===== config.mk =====
export PLATFORM = sky130hd
export DESIGN_NAME = dmem_arbiter
export DESIGN_NICKNAME = d
export VERILOG_FILES = /design/src/rtl/dmem_arbiter_pkg.sv /design/src/rtl/dmem_rd_tag.sv /design/src/rtl/dmem_arbiter.sv
export SDC_FILE = /design/constraint.sdc
export NUM_CORES = 1
export LEC_CHECK = 0
export CAP_MARGIN = 20
export CORE_AREA = 5 5 107 109
export DETAILED_ROUTE_END_ITERATION = 12
export DIE_AREA = 0 0 112 114
export HOLD_SLACK_MARGIN = 0.05
export PLACE_DENSITY_LB_ADDON = 0.05
export REMOVE_ABC_BUFFERS = 1
export SETUP_SLACK_MARGIN = 0.4
export SLEW_MARGIN = 20
export SYNTH_ARGS = -nofsm -noshare
export SYNTH_HDL_FRONTEND = slang
export SYNTH_SLANG_ARGS = --single-unit

===== constraint.sdc =====
create_clock -name i_clk -period 3.7 [get_ports i_clk]
set_clock_uncertainty 0.2 [all_clocks]
set_input_delay 0.925 -clock i_clk [delete_from_list [all_inputs] [get_ports i_clk]]
set_output_delay 0.925 -clock i_clk [all_outputs]
set_load 0.02 [all_outputs]

===== src/rtl/dmem_arbiter_pkg.sv =====
// Shared definitions for the data-RAM arbiter.
//   arb_state_t      : arbiter FSM encoding (ARB_S, HOST_BURST_S)
//   REQ_CPU/REQ_HOST : requester IDs carried in the read-return tag
//   DEFAULT_MAX_WAIT : default host starvation limit
//   WAIT_W           : width of the host wait counter (MAX_WAIT range 1..15)
package dmem_arbiter_pkg;

  typedef enum logic {
    ARB_S        = 1'b0,
    HOST_BURST_S = 1'b1
  } arb_state_t;

  localparam logic REQ_CPU  = 1'b0;
  localparam logic REQ_HOST = 1'b1;

  localparam int DEFAULT_MAX_WAIT = 4;
  localparam int WAIT_W           = 4;

endpackage


===== src/rtl/dmem_rd_tag.sv =====
// Read-return tag and rdata/rvalid steering for a synchronous RAM.
// A read issued in one enabled cycle returns in the next enabled cycle;
// the tag remembers which requester issued it.
//   i_clk, i_rst, i_clk_en : clock, sync active-high reset, clock enable
//   i_rd_issue, i_rd_id    : a read was granted this cycle, and to whom
//   i_ram_rdata            : RAM read data (valid the cycle after the read)
//   o_rvalid[i], o_rdata[i]: per-requester return; rdata is 0 when not valid
module dmem_rd_tag #(
  parameter int DW   = 32,
  parameter int NREQ = 2,
  parameter int ID_W = 1
) (
  input  logic                      i_clk,
  input  logic                      i_rst,
  input  logic                      i_clk_en,
  input  logic                      i_rd_issue,
  input  logic [ID_W-1:0]           i_rd_id,
  input  logic [DW-1:0]             i_ram_rdata,
  output logic [NREQ-1:0]           o_rvalid,
  output logic [NREQ-1:0][DW-1:0]   o_rdata
);

  logic            tag_valid_q;
  logic [ID_W-1:0] tag_id_q;
  logic            live;

  always_ff @(posedge i_clk) begin
    if (i_rst) begin
      tag_valid_q <= 1'b0;
      tag_id_q    <= '0;
    end else if (i_clk_en) begin
      tag_valid_q <= i_rd_issue;
      tag_id_q    <= i_rd_id;
    end
  end

  // The tag holds across disabled cycles, so the return is masked there and
  // reappears on the next enabled cycle. Reset discards it immediately.
  assign live = tag_valid_q & i_clk_en & ~i_rst;

  always_comb begin
    o_rvalid = '0;
    o_rdata  = '0;
    for (int i = 0; i < NREQ; i++) begin
      o_rvalid[i] = live && (tag_id_q == ID_W'(i));
      o_rdata[i]  = o_rvalid[i] ? i_ram_rdata : '0;
    end
  end

endmodule


===== src/rtl/dmem_arbiter.sv =====
// Arbiter sharing the single-port data RAM between the CPU data port
// (fixed priority) and the host/debug loader port.
//   CPU port  : i_cpu_req/we/addr/wdata -> o_cpu_gnt, o_cpu_stall,
//               o_cpu_rvalid, o_cpu_rdata
//   Host port : i_host_req/we/lock/addr/wdata -> o_host_gnt, o_host_rvalid,
//               o_host_rdata
//   RAM port  : o_ram_cs/we/addr/wdata, i_ram_rdata (synchronous read)
//   Debug     : o_dbg_state, o_dbg_host_wait expose the FSM state and the
//               starvation counter
// Handshake: a grant is a same-cycle acceptance; the requester's inputs go
// straight to the RAM in the granted cycle. Read data returns with a
// one-cycle rvalid in the next enabled cycle. No backpressure on returns.
module dmem_arbiter
  import dmem_arbiter_pkg::*;
#(
  parameter int AW       = 24,
  parameter int DW       = 32,
  parameter int MAX_WAIT = DEFAULT_MAX_WAIT
) (
  input  logic              i_clk,
  input  logic              i_rst,
  input  logic              i_clk_en,
  input  logic              i_cpu_req,
  input  logic              i_cpu_we,
  input  logic [AW-1:0]     i_cpu_addr,
  input  logic [DW-1:0]     i_cpu_wdata,
  output logic              o_cpu_gnt,
  output logic              o_cpu_stall,
  output logic              o_cpu_rvalid,
  output logic [DW-1:0]     o_cpu_rdata,
  input  logic              i_host_req,
  input  logic              i_host_we,
  input  logic              i_host_lock,
  input  logic [AW-1:0]     i_host_addr,
  input  logic [DW-1:0]     i_host_wdata,
  output logic              o_host_gnt,
  output logic              o_host_rvalid,
  output logic [DW-1:0]     o_host_rdata,
  output logic              o_ram_cs,
  output logic              o_ram_we,
  output logic [AW-1:0]     o_ram_addr,
  output logic [DW-1:0]     o_ram_wdata,
  input  logic [DW-1:0]     i_ram_rdata,
  output arb_state_t        o_dbg_state,
  output logic [WAIT_W-1:0] o_dbg_host_wait
);

  localparam logic [WAIT_W-1:0] WAIT_MAX = WAIT_W'(MAX_WAIT);

  arb_state_t        state_q, state_d;
  logic [WAIT_W-1:0] wait_q, wait_d;
  logic              cpu_gnt, host_gnt;
  logic              rd_issue;
  logic [1:0]        rvalid_vec;
  logic [1:0][DW-1:0] rdata_vec;

  always_ff @(posedge i_clk) begin
    if (i_rst) begin
      state_q <= ARB_S;
      wait_q  <= '0;
    end else if (i_clk_en) begin
      state_q <= state_d;
      wait_q  <= wait_d;
    end
  end

  always_comb begin
    cpu_gnt  = 1'b0;
    host_gnt = 1'b0;
    state_d  = state_q;
    wait_d   = wait_q;

    if (i_clk_en && !i_rst) begin
      // Dropping the lock in HOST_BURST releases the RAM in that same cycle,
      // so it falls through to normal arbitration.
      if (state_q == HOST_BURST_S && i_host_lock) begin
        host_gnt = i_host_req;
      end else if (i_host_req && wait_q == WAIT_MAX) begin
        host_gnt = 1'b1;
      end else if (i_cpu_req) begin
        cpu_gnt = 1'b1;
      end else if (i_host_req) begin
        host_gnt = 1'b1;
      end
    end

    if (i_host_lock && (host_gnt || state_q == HOST_BURST_S)) begin
      state_d = HOST_BURST_S;
    end else begin
      state_d = ARB_S;
    end

    if (!i_host_req || host_gnt) begin
      wait_d = '0;
    end else if (wait_q != WAIT_MAX) begin
      wait_d = wait_q + 1'b1;
    end
  end

  assign o_cpu_gnt   = cpu_gnt;
  assign o_host_gnt  = host_gnt;
  assign o_cpu_stall = i_cpu_req & ~cpu_gnt & ~i_rst;

  always_comb begin
    o_ram_cs    = cpu_gnt | host_gnt;
    o_ram_we    = 1'b0;
    o_ram_addr  = '0;
    o_ram_wdata = '0;
    if (cpu_gnt) begin
      o_ram_we    = i_cpu_we;
      o_ram_addr  = i_cpu_addr;
      o_ram_wdata = i_cpu_wdata;
    end else if (host_gnt) begin
      o_ram_we    = i_host_we;
      o_ram_addr  = i_host_addr;
      o_ram_wdata = i_host_wdata;
    end
  end

  assign rd_issue = (cpu_gnt & ~i_cpu_we) | (host_gnt & ~i_host_we);

  dmem_rd_tag #(
    .DW   (DW),
    .NREQ (2),
    .ID_W (1)
  ) u_rd_tag (
    .i_clk       (i_clk),
    .i_rst       (i_rst),
    .i_clk_en    (i_clk_en),
    .i_rd_issue  (rd_issue),
    .i_rd_id     (host_gnt ? REQ_HOST : REQ_CPU),
    .i_ram_rdata (i_ram_rdata),
    .o_rvalid    (rvalid_vec),
    .o_rdata     (rdata_vec)
  );

  assign o_cpu_rvalid  = rvalid_vec[REQ_CPU];
  assign o_cpu_rdata   = rdata_vec[REQ_CPU];
  assign o_host_rvalid = rvalid_vec[REQ_HOST];
  assign o_host_rdata  = rdata_vec[REQ_HOST];

  assign o_dbg_state     = state_q;
  assign o_dbg_host_wait = wait_q;

endmodule


### After elaboration in Yosys (flattened, before gate mapping)

Cells that the tools add are included.

* input port bits: 152
* logic and storage cells: 53
* output and inout port bits: 132
* bits in registers: 7

* reduce and logical (&&, ||, !) cells: 12
* equal/unequal tests: 2
* muxes and demuxes: 21
* add/sub/neg operators: 1
* bitwise operators: 13

Operator list (number)
* 2-to-1 mux 32 bit: 4
* 2-to-1 mux 24 bit: 2
* 2-to-1 mux 1 bit: 13
* 2-to-1 mux 4 bit: 2
* AND 1 bit: 6
* logical AND 1 bit: 6
* NOT 1 bit: 5
* adder 4 x 1 -> 4 bit, second input constant: 1
* == test 4 x 3 -> 1 bit, second input constant: 1
* != test 4 x 3 -> 1 bit, second input constant: 1
* zero test 1 bit: 2
* logical OR 1 bit: 2
* bitwise OR 1 bit: 2
* AND reduction 2 bit: 1
* nonzero test 2 bit: 1

### Depth between registers and ports, before layout

Gate-level depths: netlist (run 1).

* depth after elaboration: 8
* gate-level depth with buffers: 8
* depth with buffers taken out: 6

### Modules after synthesis

From an unflattened synthesis (run 1), not the netlist that was laid out.

* cells, all modules: 332
* area total of the unflattened synthesis: 1954.4 um2

By module, submodules not included
* dmem_arbiter: seq. area each 100.1 um2, cells each 244, area each 1308.8 um2, times used 1
* dmem_rd_tag: seq. area each 40.0 um2, cells each 88, area each 645.6 um2, times used 1

### Worst setup path before layout (run 1)

OpenSTA, ideal clock, no wires.

* path kind: in2out
* start: in i_cpu_req
* end: out o_ram_we
* path slack: 546 ps
* arrival: 2029 ps
* buffers on the path: 2
* stages on the path: 5
* path through: a21boi_4 -> o211a_1 -> buf_2 -> buf_2 -> o21ai_0

* elaborated cells on any way between the ends: 10
* classes of those cells: mux: 10

RTL lines
* start, declared: line dmem_arbiter.sv:23 `input logic i_cpu_req,`
* 2-to-1 mux 1 bit: line dmem_arbiter.sv:80 `end else if (i_cpu_req) begin`
* 2-to-1 mux 1 bit: line dmem_arbiter.sv:78 `end else if (i_host_req && wait_q == WAIT_MAX) begin`
* 2-to-1 mux 1 bit: line dmem_arbiter.sv:76 `if (state_q == HOST_BURST_S && i_host_lock) begin`
* 2-to-1 mux 1 bit: line dmem_arbiter.sv:73 `if (i_clk_en && !i_rst) begin`
* named net o_cpu_gnt: line dmem_arbiter.sv:27 `output logic o_cpu_gnt,`
* 2-to-1 mux 1 bit: line dmem_arbiter.sv:109 `if (cpu_gnt) begin`
* end, declared: line dmem_arbiter.sv:40 `output logic o_ram_we,`

The timed path passes the listed nets, and every way through them passes these cells.

### Final worst setup path (run 1)

* start: in i_cpu_req
* end: out o_ram_wdata[0]

* longest elaborated chain between the ends: 6
* elaborated cells on any way between the ends: 10
* classes of those cells: mux: 10

Ends and longest elaborated chain
* 2-to-1 mux 1 bit: line dmem_arbiter.sv:80
* 2-to-1 mux 1 bit: line dmem_arbiter.sv:78
* 2-to-1 mux 1 bit: line dmem_arbiter.sv:76
* 2-to-1 mux 1 bit: line dmem_arbiter.sv:73
* 2-to-1 mux 32 bit: line dmem_arbiter.sv:113 `end else if (host_gnt) begin`
* 2-to-1 mux 32 bit (*): line dmem_arbiter.sv:109
* end, declared: line dmem_arbiter.sv:42 `output logic [DW-1:0] o_ram_wdata,`

Every way passes the cells marked *; elsewhere a longest branch is shown, timed or not.

==> run_results.csv, run 1 <==
group,metric,value,unit
place,dp_hpwl,9240,um
clocking,cts.htree.levels,1,
power,irDropWorstVdd,0.09258,mV
detailed_routing,drc,0,
detailed_routing,vias,2723,
place,dpl_worst_slack,-418.8,ps
run,drv_cap,0,
finish,postLayoutCellArea,0.004726,sq mm
power,p_leak,2.099,nW
setup_path,crit_fanout,6,
timing,maxSlewViolCount,0,
timing,finalSetupViolations,0,
detailed_routing,drt-total-wl,12270,um
clocking,clock_sinks,7,
synth,synth_fa_ha_area_share,1.779,%
synth,synth_top_family_by_area,"compound AO/OA/AOI/OAI gates",
synth,ys_ff_latch,7,
timing,timing_hold_violations_final,0,
floorplanning,die_y,114,um
synth,yosys_warnings,0,
detailed_routing,wl_per_cell,19.35,um
place,place_area,0.004461,sq mm
timing,holdWs,321.6,ps
min_path,hold_class,"reg -> reg",
setup_path,worstSetupPathType,"in -> out",
synth,synth_cells,191,
synth,synth.top_cell.area_share,34.88,%
floorplanning,ios,284,
grt,antenna_found_initial,0,
synth,synth.area.mux_share,0,%
finish,area.growth.synth_to_final,236.0,%
detailed_routing,via_per_inst,4.295,
grt,grt_max_degree,34,
synth,seq_area_frac_synth,9.964,%
synth,synth_compound_area_share,43.15,%
floorplanning,start_util,13.38,%
timing,slew_headroom,74.92,%
place,io_buffer_count,283,
finish,seqCellArea,140.1,sq um
floorplanning,fp-row-count,38,
clocking,clk_path_buf_depth,2,
finish,nNetsFinal,649,
floorplanning,coreArea,0.01051,sq mm
synth,synthXorXnorAreaFrac,0,%
clocking,clk_pin_slew,40,ps
synth,syn_area_per_cell,7.363,sq um
setup_path,cp.arrival,2240,ps
timing,rsz0062_at_grt,"true",
timing,fmax,297.6,MHz
clocking,clk_latency,230,ps
synth,synth_ff_type,"dfxtp_1",
timing,layout_min_cycle_time,3360,ps
synth,yosys-top-cells-area,"a22o_1 35%, and2_1 28%, dfxtp_1 10%",
finish,drive_gt1_share,35.43,%
synth,netlist_area,0.001406,sq mm
clocking,cts_hold_buf,0,
timing,tightest_slew,366.7,ps
synth,synth-edff-count,0,
grt,grt-ovfl-total,0,
floorplanning,die_area,0.01277,sq mm
detailed_routing,drtAntennaViolNets,0,
synth,synth_most_common_cell,"and2_1",
setup_path,cp.required,2570,ps
detailed_routing,drt_first_pass_iters,6,
setup_path,endpoint_kind,"output pin",
synth,synthSimpleGateAreaFrac,36.83,%
clocking,cts-root-buf,"clkbuf_8",
synth,yosys-top-cells-count,"64 x and2_1, 56 x a22o_1, 12 x buf_2, 9 x nand2_1, 7 x dfxtp_1",
timing,min_period_over_period,90.81,%
finish,nFillCells,1056,
grt,grt_pass1_wl,16480,um
timing,worst_slack,339.9,ps
synth,synthArstFlopShare,0,%
finish,antennaDiodeCount,0,
floorplanning,die_w,112,um
place,gp_congestion,0.8533,
synth,yosysTopAreaCell,"a22o_1",
outcome,status,"completed",
setup_path,startpoint_type,"input port",
grt,grt_use_total,16.63,%
clocking,cts_tree,"built",
finish,multi_input_area,0.001185,sq mm
grt,grt_pass1_vias,2841,
synth,ys_types,28,
detailed_routing,drtIter0Drc,112,
power,cellPowerDensity,120.0,mW/mm^2
finish,post-route-util,44.98,%
clocking,cts_buffers,3,
[state kept, by name (all words and copies together), names as in the netlist]
name / count
u_rd_tag.tag_id_q: 1
u_rd_tag.tag_valid_q: 1
o_dbg_state: 1
o_dbg_host_wait: 4
[report_power, final]
part / internal, mW / switching, mW / total (mW) / leakage [nW]
logic: 0.242 / 0.135 / 0.377 / 2.02
registers: 0.0776 / 0.00227 / 0.0799 / 0.0568
clock network: 0.0747 / 0.0351 / 0.110 / 0.0228
[critical path, stage by stage]
cell and delay, ps:
buf_6 70, a21boi_4 170, buf_6 120, a21oi_4 50, buf_12 140, buf_12 130
buf_12 120, buf_16 120, a22o_1 230, buf_6 130
[layer usage]
metal	up-vias	GRT usage, %	routed length [um]	share of wire [%]
met5	-	0	0	0
met4	0	2.965	197	1.6
met3	10	6.260	1204	9.8
met2	184	33.53	6525	53
met1	1213	16.17	4341	35
li1	1316	-	-	-
[through the flow]
step | instances | setup TNS (ps) | power (mW)
floorplan | 172 | -21980 | 0.1747
CTS | 629 | 0 | 0.5628
finish | 634 | 0 | 0.5672
global route | 634 | 0 | 0.5927
detailed placement | 609 | -40350 | 0.4327
global placement | 609 | -40190 | 0.4323
[cells by family (layout without fill, tap and decap cells)]
logic type	count (synthesis)	in the layout
fa+ha+maj	2	2
buf+inv	25	328
flops	7	7
compound gates	71	71
simple gates	86	86
[placed cells by master, fill, tap and decap left out, drive strengths merged]
cell	count
clkdlybuf4s50	151
buf	92
and2	64
a22o	56
clkbuf	41
clkdlybuf4s15	34
nand2	9
dfxtp	7
inv	6
a21oi	5
nand3	4
dlygate4sd2	4
and3	3
o21ai	2
ha	2
nor2b	2
nor2	2
nand3b	1
a21boi	1
o211a	1
o21a	1
o221a	1
or4b	1
a31oi	1
a2111oi	1
o22ai	1
a31o	1
[final cells by class]
class | instances | area share [%]
timing repair buffer | 318 | 66.83
multi-input combinational | 159 | 25.07
tap | 140 | 3.707
sequential | 7 | 2.965
clock buffer | 4 | 0.9531
inverter | 6 | 0.4766
[timing repair]
action | 4_1_cts | 5_1_grt
pin swaps | 11 | 17
gates resized for setup | 425 | 94
setup buffers | 7 | 3
endpoints found under the setup margin | 127 | 113
cloned | 9 | 2
[path summary, 6_finish.rpt]
kind	from	endpoint	slack [ps]	depth (start not counted)
min reg2reg	o_dbg_host_wait[0]	o_dbg_host_wait[0]	320	2
min	o_dbg_host_wait[0]	o_dbg_host_wait[0]	320	2
max	i_cpu_req	o_ram_wdata[0]	340	10
max reg2reg	o_dbg_host_wait[0]	o_dbg_host_wait[3]	1670	6
No activity file was read; power rests on OpenSTA's default activity.
==> run 2: changes to the inputs <==
--- a/config.mk
+++ b/config.mk
@@ -7,6 +7,7 @@
 export LEC_CHECK = 0
 export CAP_MARGIN = 20
 export CORE_AREA = 5 5 107 109
+export CTS_CLUSTER_SIZE = 16
 export DETAILED_ROUTE_END_ITERATION = 12
 export DIE_AREA = 0 0 112 114
 export HOLD_SLACK_MARGIN = 0.05
==> results of run 2 <==
Same layout as run 1: the final DEF is identical, and so are final timing and power.
